<file path="src/rtl/pixel_write_sched_if.sv">
// pixel_write_sched_if: pixel-pair request, background read, compute and write-FIFO signals of the scheduler.
interface pixel_write_sched_if #(parameter int ADDR_W = 18);
  logic              in_valid;
  logic              in_ready;
  logic [ADDR_W-1:0] in_addr;
  logic [1:0]        in_mask;
  logic              in_needBG;
  logic              bg_req;
  logic [ADDR_W-1:0] bg_addr;
  logic              bg_ack;
  logic              bg_dvalid;
  logic [31:0]       bg_data;
  logic [31:0]       bg_word;
  logic [31:0]       cmp_data;
  logic              wr_valid;
  logic              wr_ready;
  logic [ADDR_W-1:0] wr_addr;
  logic [31:0]       wr_data;
  logic [1:0]        wr_mask;
  logic              flush;
  logic              busy;
  modport master (
    input  in_valid, in_addr, in_mask, in_needBG, bg_ack, bg_dvalid, bg_data, cmp_data, wr_ready, flush,
    output in_ready, bg_req, bg_addr, bg_word, wr_valid, wr_addr, wr_data, wr_mask, busy
  );
  modport slave (
    output in_valid, in_addr, in_mask, in_needBG, bg_ack, bg_dvalid, bg_data, cmp_data, wr_ready, flush,
    input  in_ready, bg_req, bg_addr, bg_word, wr_valid, wr_addr, wr_data, wr_mask, busy
  );
endinterface

</file>
<file path="src/rtl/pixel_write_sched.sv">
// pixel_write_sched: one-pair-in-flight pixel write scheduler (optional background read, compute, write push).
// Define PIXEL_WRITE_SCHED_BGCACHE_EN to add a one-entry cache of the last written background word.
module pixel_write_sched #(
  parameter int ADDR_W = 18
) (
  input logic clk,
  input logic i_nrst,
  pixel_write_sched_if.master p
);
  typedef enum logic [2:0] {IDLE, BGREQ, BGWAIT, COMPUTE, WRITE} state_t;
  state_t            state_q, state_d;
  logic [ADDR_W-1:0] addr_q, addr_d;
  logic [1:0]        mask_q, mask_d;
  logic [31:0]       bg_word_q, bg_word_d;
  logic [31:0]       wr_data_q, wr_data_d;
  logic              hit;
  logic [31:0]       cache_word;
`ifdef PIXEL_WRITE_SCHED_BGCACHE_EN
  logic              cvalid_q, cvalid_d;
  logic [ADDR_W-1:0] caddr_q, caddr_d;
  logic [31:0]       cdata_q, cdata_d;
  logic              store;
  assign hit        = cvalid_q && p.in_addr == caddr_q && !p.flush;
  assign cache_word = cdata_q;
  assign store      = state_q == WRITE && p.wr_ready;
  // Unwritten halves keep the background value so the entry mirrors VRAM after the write.
  always_comb begin
    cvalid_d = p.flush ? 1'b0 : (store ? 1'b1 : cvalid_q);
    caddr_d  = store ? addr_q : caddr_q;
    cdata_d  = store ? {mask_q[1] ? wr_data_q[31:16] : bg_word_q[31:16],
                        mask_q[0] ? wr_data_q[15:0]  : bg_word_q[15:0]} : cdata_q;
  end
  always_ff @(posedge clk or negedge i_nrst)
    if (!i_nrst) begin
      cvalid_q <= 1'b0;
      caddr_q  <= '0;
      cdata_q  <= '0;
    end else begin
      cvalid_q <= cvalid_d;
      caddr_q  <= caddr_d;
      cdata_q  <= cdata_d;
    end
`else
  assign hit        = 1'b0;
  assign cache_word = '0;
`endif
  always_comb begin
    state_d   = state_q;
    addr_d    = addr_q;
    mask_d    = mask_q;
    bg_word_d = bg_word_q;
    wr_data_d = wr_data_q;
    case (state_q)
      IDLE:
        if (p.in_valid && p.in_mask != 2'b00) begin
          addr_d    = p.in_addr;
          mask_d    = p.in_mask;
          state_d   = (p.in_needBG && !hit) ? BGREQ : COMPUTE;
          bg_word_d = !p.in_needBG ? '0 : (hit ? cache_word : bg_word_q);
        end
      BGREQ:   state_d = p.bg_ack ? BGWAIT : BGREQ;
      BGWAIT:
        if (p.bg_dvalid) begin
          bg_word_d = p.bg_data;
          state_d   = COMPUTE;
        end
      COMPUTE: begin
        wr_data_d = p.cmp_data;
        state_d   = WRITE;
      end
      WRITE:   state_d = p.wr_ready ? IDLE : WRITE;
      default: state_d = IDLE;
    endcase
  end
  always_ff @(posedge clk or negedge i_nrst)
    if (!i_nrst) begin
      state_q   <= IDLE;
      addr_q    <= '0;
      mask_q    <= '0;
      bg_word_q <= '0;
      wr_data_q <= '0;
    end else begin
      state_q   <= state_d;
      addr_q    <= addr_d;
      mask_q    <= mask_d;
      bg_word_q <= bg_word_d;
      wr_data_q <= wr_data_d;
    end
  assign p.in_ready = state_q == IDLE;
  assign p.busy     = state_q != IDLE;
  assign p.bg_req   = state_q == BGREQ;
  assign p.wr_valid = state_q == WRITE;
  assign p.bg_addr  = addr_q;
  assign p.wr_addr  = addr_q;
  assign p.wr_mask  = mask_q;
  assign p.bg_word  = bg_word_q;
  assign p.wr_data  = wr_data_q;
endmodule
</file>
<file path="src/flat_wrapper.sv">
// flat-port wrapper written by rule: the top's interface ports become plain ports
module pixel_write_sched_flat 
#(
  parameter int ADDR_W = 18
)
  (clk, i_nrst, p_in_valid, p_in_addr, p_in_mask, p_in_needBG, p_bg_ack, p_bg_dvalid, p_bg_data, p_cmp_data, p_wr_ready, p_flush, p_in_ready, p_bg_req, p_bg_addr, p_bg_word, p_wr_valid, p_wr_addr, p_wr_data, p_wr_mask, p_busy);
  pixel_write_sched_if #(.ADDR_W(ADDR_W)) p_i ();
  input logic clk;
  input logic i_nrst;
  input wire logic [$bits(p_i.in_valid)-1:0] p_in_valid;
  input wire logic [$bits(p_i.in_addr)-1:0] p_in_addr;
  input wire logic [$bits(p_i.in_mask)-1:0] p_in_mask;
  input wire logic [$bits(p_i.in_needBG)-1:0] p_in_needBG;
  input wire logic [$bits(p_i.bg_ack)-1:0] p_bg_ack;
  input wire logic [$bits(p_i.bg_dvalid)-1:0] p_bg_dvalid;
  input wire logic [$bits(p_i.bg_data)-1:0] p_bg_data;
  input wire logic [$bits(p_i.cmp_data)-1:0] p_cmp_data;
  input wire logic [$bits(p_i.wr_ready)-1:0] p_wr_ready;
  input wire logic [$bits(p_i.flush)-1:0] p_flush;
  output wire logic [$bits(p_i.in_ready)-1:0] p_in_ready;
  output wire logic [$bits(p_i.bg_req)-1:0] p_bg_req;
  output wire logic [$bits(p_i.bg_addr)-1:0] p_bg_addr;
  output wire logic [$bits(p_i.bg_word)-1:0] p_bg_word;
  output wire logic [$bits(p_i.wr_valid)-1:0] p_wr_valid;
  output wire logic [$bits(p_i.wr_addr)-1:0] p_wr_addr;
  output wire logic [$bits(p_i.wr_data)-1:0] p_wr_data;
  output wire logic [$bits(p_i.wr_mask)-1:0] p_wr_mask;
  output wire logic [$bits(p_i.busy)-1:0] p_busy;
  assign p_i.in_valid = p_in_valid;
  assign p_i.in_addr = p_in_addr;
  assign p_i.in_mask = p_in_mask;
  assign p_i.in_needBG = p_in_needBG;
  assign p_i.bg_ack = p_bg_ack;
  assign p_i.bg_dvalid = p_bg_dvalid;
  assign p_i.bg_data = p_bg_data;
  assign p_i.cmp_data = p_cmp_data;
  assign p_i.wr_ready = p_wr_ready;
  assign p_i.flush = p_flush;
  assign p_in_ready = p_i.in_ready;
  assign p_bg_req = p_i.bg_req;
  assign p_bg_addr = p_i.bg_addr;
  assign p_bg_word = p_i.bg_word;
  assign p_wr_valid = p_i.wr_valid;
  assign p_wr_addr = p_i.wr_addr;
  assign p_wr_data = p_i.wr_data;
  assign p_wr_mask = p_i.wr_mask;
  assign p_busy = p_i.busy;
  pixel_write_sched #(.ADDR_W(ADDR_W)) u_core (.clk(clk), .i_nrst(i_nrst), .p(p_i));
endmodule
</file>
<file path="config.mk">
export PLATFORM = sky130hd
export DESIGN_NAME = pixel_write_sched_flat
export DESIGN_NICKNAME = d
export VERILOG_FILES = /design/src/rtl/pixel_write_sched_if.sv /design/src/rtl/pixel_write_sched.sv /design/src/flat_wrapper.sv
export SDC_FILE = /design/constraint.sdc
export NUM_CORES = 1
export LEC_CHECK = 0
export ABC_AREA = 1
export BUFFER_PORTS_ARGS = -buffer_cell sky130_fd_sc_hd__buf_2
export CORE_UTILIZATION = 48
export DETAILED_ROUTE_END_ITERATION = 10
export GPL_ROUTABILITY_DRIVEN = 0
export MAX_ROUTING_LAYER = met4
export PLACE_DENSITY = 0.84
export SYNTH_ARGS = -nofsm -noshare
export SYNTH_HDL_FRONTEND = slang
export SYNTH_SLANG_ARGS = --single-unit
</file>
<file path="constraint.sdc">
create_clock -name clk -period 2.1 [get_ports clk]
set_input_delay 0 -clock clk [delete_from_list [all_inputs] [get_ports clk]]
set_output_delay 0 -clock clk [all_outputs]
set_load 0.1 [all_outputs]
</file>
==> results of run 1 <==
[critical path, stage by stage, from the launching register on]
cell	delay, ns
dfrtp_1	0.58
inv_2	0.08
nand2_4	0.09
nor2_4	0.05
buf_4	0.19
inv_1	0.07
buf_2	0.42
[path summary, 6_finish.rpt]
check,from,end,slack [ns],cells past startpoint
worst min register to register,u_core.p.bg_word[13]$_DFFE_PN0P_,u_core.p.bg_word[13]$_DFFE_PN0P_,0.47,2
worst max-delay path,u_core.state_q[1]$_DFFE_PN0P_,p_busy,0.27,6
worst max register to register,u_core.state_q[2]$_DFFE_PN0P_,u_core.p.bg_word[27]$_DFFE_PN0P_,0.46,6
worst min-delay path,p_bg_dvalid,u_core.state_q[1]$_DFFE_PN0P_,0.02,4
max in group asynchronous,i_nrst,u_core.p.bg_addr[11]$_DFFE_PN0P_,1.24,3
min in group asynchronous,i_nrst,u_core.p.wr_data[29]$_DFFE_PN0N_,0.20,2
[Yosys cell counts]
cell type	number
dfrtp_1	87
nand4_2	1
nor2_1	3
nand2_1	134
o31ai_1	1
mux2_4	29
nand2_2	9
nand2_4	2
nor3_1	1
mux2_2	3
inv_2	3
nand3_1	23
nor2_4	1
nand4_1	1
buf_6	6
o21ai_1	1
buf_4	19
nand3_4	2
inv_1	6
o21ai_0	1
clkbuf_1	3
buf_2	6
[placed cells by master, fill, tap and decap left out, drive strengths merged]
master | Yosys | final
bufinv | 0 | 2
o31ai | 1 | 1
nor2 | 4 | 4
buf | 31 | 202
o21ai | 2 | 2
clkinvlp | 0 | 1
inv | 9 | 11
dlygate4sd3 | 0 | 87
nor3 | 1 | 1
nand4 | 2 | 2
mux2 | 32 | 32
nand2 | 145 | 145
nand3 | 25 | 25
clkinv | 0 | 2
dfrtp | 87 | 87
clkbuf | 3 | 9
[layer usage]
layer | wire (µm) | vias up
met5 | 0 | -
met4 | 338 | 0
met3 | 627 | 29
met2 | 5750 | 159
met1 | 4170 | 1670
li1 | - | 1598
[cells by family (layout without fill, tap and decap cells)]
group | after synthesis | after routing | synth area share (%)
simple gates | 177 | 177 | 20.9
flops | 87 | 87 | 58.4
buf+inv | 43 | 314 | 7.65
mux | 32 | 32 | 12.6
compound gates | 3 | 3 | 0.470
[metrics by stage]
stage / instance area [µm²] / util (%) / instances / hold slack [ns] / setup slack (ns)
2_1_floorplan: 3740 / - / 342 / -0.296 / 0.216
3_3_place_gp: 4660 / 63.3 / 609 / 0.0526 / 0.575
3_5_place_dp: 4660 / 63.3 / 609 / 0.0675 / 0.484
4_1_cts: 5760 / 78.2 / 712 / 0.00226 / 0.278
5_1_grt: 5760 / 78.2 / 712 / 0.0325 / 0.190
6_report: 5760 / 78.2 / 712 / 0.0157 / 0.269
[state kept, by name (all words and copies together) (netlist names)]
signal,count
u_core.p.wr_data,32
u_core.p.bg_addr,18
u_core.state_q,3
u_core.p.wr_mask,2
u_core.p.bg_word,32
[final cells by class]
cell class	instances	share of cell area, %
clock buffer	9	2.15
timing repair buffer	289	33.4
clock inverter	7	1.78
sequential	87	37.8
inverter	9	0.586
tap	99	2.15
multi-input combinational	212	22.1
==> results.tsv, run 1 <==
stage	metric	value	unit
status	result of the run	finished, final reports clean	
finish	combined area of the multi-input logic cells	1280	µm²
timing	# setup viols final	0	
global_route	total track usage	28.8	%
worst_setup_path	arrival time of the worst setup path	1.83	ns
timing	final-layout setup total negative slack	0	ns
min_path	worst hold path class	primary input to register	
clock_network	buffers inserted by post-CTS timing repair	0	
finish	area added between synthesis and finish	54.6	%
synthesis	post-synth net total	434	
run	number of max-cap violations	0	
detailed_routing	Remaining DRCs	0	
worst_setup_path	Worst setup EP type	output pin	
timing	post-route minimum period	1.83	ns
floorplanning	Boundary Pins	198	
placement	quantity of I/O buffers inserted on ports	196	
timing	Fmax	546	MHz
timing	worst clock skew	0.0150	ns
clock_network	clk slew on worst S/H paths	0.08	ns
floorplanning	DIE HEIGHT	90.1	µm
global_route	global routing usage on met3	4.40	%
global_route	met1 Usage GRT	32.4	%
finish	number of diodes	0	
detailed_routing	Routed Antenna Nets	0	
synthesis	share of synthesized area occupied by flip-flops and latches	58.4	%
global_route	antenna violations before repair	0	
floorplanning	Horiz. Die Dim	90.1	µm
synthesis	synth warn	0	
timing	final hold violation count	0	
finish	count of fill cells added during filler insertion	439	
global_route	busiest layer in global routing	met2	
detailed_routing	final wirelength	10.9	mm
worst_setup_path	crit path kind	register to output pin	
finish	number of nets in the finished design	700	
clock_network	maximum level of the CTS H-tree	3	
synthesis	average cell area after synthesis	10.9	µm²
global_route	first-pass GRT wire length	17.9	mm
floorplanning	number of placement rows	31	
clock_network	clock latency on the worst-skew pair	0.35	ns
detailed_routing	DR pass1 iterations	4	
timing	worst slew margin relative to its limit	57.3	%
detailed_routing	initial detailed-routing violation count	112	
worst_setup_path	data required time at the worst endpoint	2.10	ns
synthesis	number of distinct library cells after synthesis	22	
finish	share of cells above drive strength 1	43.9	%
clock_network	Post-CTS Resized	0	
detailed_routing	DR WL/cell	15.3	µm
synthesis	post-synth design cell area	3730	µm²
floorplanning	die outline area	8120	µm²
clock_network	CTS max path bufs	2	
global_route	Congestion Overflow GR	0	
placement	total half-perimeter wirelength after legalization and detailed placement	6.27	mm
finish	area taken by flip-flops and latches	2180	µm²
clock_network	hold buffer count at CTS	87	
global_route	pin count of the biggest net entering global routing	51	
synthesis	flip-flop and latch count after synthesis	87	
global_route	via count of the first global-routing pass	3672	
detailed_routing	detail-routed via count per cell	4.85	
synthesis	Syn Inst Count	342	
detailed_routing	number of vias after detailed routing	3456	
floorplanning	initial core utilization	50.6	%
synthesis	cells taking the most area after synthesis	dfrtp_1, nand2_1, mux2_4	
worst_setup_path	startpoint types	register	
clock_network	CTS root buf	clkbuf_8	
timing	final clock period utilization by the worst path	87.2	%
worst_setup_path	CP max FO	12	
floorplanning	area inside the core boundary	7370	µm²
clock_network	clock tree from TritonCTS	built	
timing	slew of the pin with the lowest slew margin	0.641	ns
timing	pins over their slew limit	0	
synthesis	area share of the leading cell type in the synthesized netlist	58.4	%
clock_network	number of buffers inserted during clock tree synthesis	9	
synthesis	cell taking the most area after synthesis	dfrtp_1	
timing	RSZ-0062 raised after global routing	no	
clock_network	sinks on the clock net	87	
global_route	global routing usage on met2	50.9	%
Power of run 1 is not shown: default switching activity piles up to over one toggle a cycle in this logic, so the estimate is an artifact.
==> inputs of run 2 (changes only) <==
Settings changed: PLACE_DENSITY 0.84 to 0.94.
==> run 2 against run 1 <==
Compared with the run above:
- fmax rose by 0.32%
- die area did not move
- utilization fell by 0.085 points
- sequential share of layout area barely moved
- setup slack improved by 0.0059 ns
- first-iteration DRC count rose by 61%
- hold slack got worse by 0.0054 ns
- routed wire length rose by 4.1%
- critical endpoint is now p_in_ready
- critical path type unchanged
==> results.tsv, run 2 (same netlist as run 1, synthesis figures left out) <==
stage	metric	value	unit	change
status	result of the run	finished, final reports clean		unchanged
worst_setup_path	crit path kind	register to output pin		unchanged
run	number of max-cap violations	0		unchanged
global_route	first-pass GRT wire length	18.4	mm	was 17.9 mm
global_route	antenna violations before repair	0		unchanged
timing	final clock period utilization by the worst path	86.9	%	was 87.2%
finish	most frequent cells in the layout	buf_2, nand2_1, dlygate4sd3_1, dfrtp_1, mux2_4		unchanged
timing	post-route minimum period	1.83	ns	about the same
global_route	Congestion Overflow GR	0		unchanged
worst_setup_path	worst stage delay on the critical path	0.52	ns	was 0.58 ns
clock_network	sinks on the clock net	87		unchanged
worst_setup_path	Worst setup EP type	output pin		unchanged
global_route	pin count of the biggest net entering global routing	46		was 51
clock_network	maximum level of the CTS H-tree	3		unchanged
finish	number of nets in the finished design	698		was 700
worst_setup_path	number of cells traversed by the worst register-to-register path	7		was 6
min_path	worst min-delay path endpoint	u_core.state_q[1]$_DFFE_PN0P_		unchanged
min_path	worst hold path class	primary input to register		unchanged
timing	slew of the pin with the lowest slew margin	0.649	ns	was 0.641 ns
detailed_routing	detail-routed via count per cell	4.99		was 4.85
finish	area added between synthesis and finish	54.4	%	was 54.6%
worst_setup_path	family of cells with the greatest summed delay on the critical path	buffers and inverters		unchanged
detailed_routing	number of vias after detailed routing	3541		was 3456
min_path	Hold Path Cell Cnt	4		unchanged
floorplanning	number of placement rows	31		unchanged
detailed_routing	initial detailed-routing violation count	180		was 112
floorplanning	Horiz. Die Dim	90.1	µm	unchanged
worst_setup_path	reg-to-reg startpoint	u_core.state_q[1]$_DFFE_PN0P_		was u_core.state_q[2]$_DFFE_PN0P_
worst_setup_path	setup slack of the most critical reg-to-reg path	0.42	ns	was 0.46 ns
detailed_routing	final wirelength	11.3	mm	was 10.9 mm
finish	number of diodes	0		unchanged
worst_setup_path	worst-path cell with the longest stage delay	dfrtp_1		unchanged
floorplanning	DIE HEIGHT	90.1	µm	unchanged
timing	worst slew margin relative to its limit	56.7	%	was 57.3%
worst_setup_path	cells along the critical path	inv_2 > nand2_4 > nor2_4 > buf_2		was inv_2 > nand2_4 > nor2_4 > buf_4 > inv_1 > buf_2
floorplanning	area inside the core boundary	7370	µm²	unchanged
worst_setup_path	data required time at the worst endpoint	2.10	ns	about the same
clock_network	buffers inserted by post-CTS timing repair	0		unchanged
finish	share of cells above drive strength 1	43.9	%	about the same
clock_network	number of buffers inserted during clock tree synthesis	9		unchanged
finish	post-route design area	5760	µm²	about the same
floorplanning	die outline area	8120	µm²	unchanged
clock_network	CTS max path bufs	2		unchanged
detailed_routing	Routed Antenna Nets	0		unchanged
floorplanning	Boundary Pins	198		unchanged
detailed_routing	Remaining DRCs	0		unchanged
finish	most common library cell in the layout ignoring fill and taps	buf_2		unchanged
timing	RSZ-0062 raised after global routing	no		unchanged
detailed_routing	DR pass1 iterations	5		was 4
clock_network	clk slew on worst S/H paths	0.09	ns	was 0.08 ns
global_route	via count of the first global-routing pass	3719		was 3672
placement	quantity of I/O buffers inserted on ports	196		unchanged
timing	# setup viols final	0		unchanged
worst_setup_path	CP max FO	12		unchanged
worst_setup_path	arrival time of the worst setup path	1.83	ns	about the same
placement	area of placed instances	4650	µm²	was 4660 µm²
timing	final hold violation count	0		unchanged
placement	total half-perimeter wirelength after legalization and detailed placement	6.45	mm	was 6.27 mm
timing	pins over their slew limit	0		unchanged
min_path	origin of the worst min-delay path	p_bg_dvalid		unchanged
worst_setup_path	startpoint types	register		unchanged
detailed_routing	DR WL/cell	16.0	µm	was 15.3 µm
worst_setup_path	Crit path buffers/inverters	2		was 4
timing	worst clock skew	0.00689	ns	was 0.0150 ns
clock_network	clock tree from TritonCTS	built		unchanged
timing	Fmax	548	MHz	was 546 MHz
floorplanning	initial core utilization	50.6	%	unchanged
worst_setup_path	RR Endpoint	u_core.p.bg_word[14]$_DFFE_PN0P_		was u_core.p.bg_word[27]$_DFFE_PN0P_
clock_network	clock latency on the worst-skew pair	0.35	ns	about the same
clock_network	CTS root buf	clkbuf_8		unchanged
timing	final-layout setup total negative slack	0	ns	unchanged
global_route	total track usage	30.0	%	was 28.8%
[run 2: changes by cell type in the layout (fill, tap and decap cells not counted)]
| cell | before | now |
|---|---|---|
| buf_4 | 5 | 3 |
| inv_8 | 0 | 2 |
| nand2_2 | 9 | 10 |
| clkinv_4 | 2 | 1 |
| nand2_1 | 134 | 133 |
| clkinvlp_4 | 1 | 0 |
[run 2: worst max-delay path by stage]
| stage | startpoint | end | slack [ns] | cells past startpoint |
|---|---|---|---|---|
| after floorplan | u_core.state_q[0]$_DFFE_PN0P_ | p_wr_valid | 0.22 | 3 |
| after CTS | p_in_mask[1] | u_core.p.bg_addr[6]$_DFFE_PN0P_ | 0.27 | 7 |
| after global placement | u_core.state_q[1]$_DFFE_PN0P_ | u_core.p.bg_addr[5]$_DFFE_PN0P_ | 0.39 | 6 |
| after detailed placement | u_core.state_q[1]$_DFFE_PN0P_ | u_core.p.bg_addr[15]$_DFFE_PN0P_ | 0.29 | 6 |
| final | u_core.state_q[1]$_DFFE_PN0P_ | p_in_ready | 0.27 | 4 |
| after global routing | u_core.state_q[1]$_DFFE_PN0P_ | p_in_ready | 0.17 | 4 |
[run 2: tightest hold or removal path, cell delays in order]
cell and delay, ns:
buf_2 0.09, inv_1 0.04, nand4_2 0.13, nand2_1 0.07
[run 2: through the flow]
step,hold slack [ns],util (%),cells,setup WS [ns]
global route,0.00936,78.1,710,0.173
floorplan,-0.296,-,342,0.216
CTS,0.00546,78.1,710,0.268
detailed placement,0.0302,63.1,607,0.292
global placement,0.0124,63.1,607,0.391
finish,0.0103,78.1,710,0.275
[run 2: cell type report]
class                           count  area [µm²]
Timing Repair Buffer              287        1910
Inverter                            9        33.8
Clock inverter                      7         109
Clock buffer                        9         124
Fill cell                         459        1610
Multi-Input combinational cell    212        1280
Tap cell                           99         124
Sequential cell                    87        2180
[run 2: metal layers]
layer  vias up  track usage (%)  part of all wire, %
li1       1594                -                    -
met1      1700             33.4                   37
met2       196             51.3                   53
met3        51             6.85                  6.4
met4         0             13.4                  3.8
met5         -                -                    0
[run 2: what timing repair did]
action | in CTS | in global routing
hold buffers | 87 | 0
hold endpoints to repair | 129 | 0
endpoints found under the setup margin | 0 | 1
resized for setup | 0 | 1
Power of run 2 is left out for the same reason.
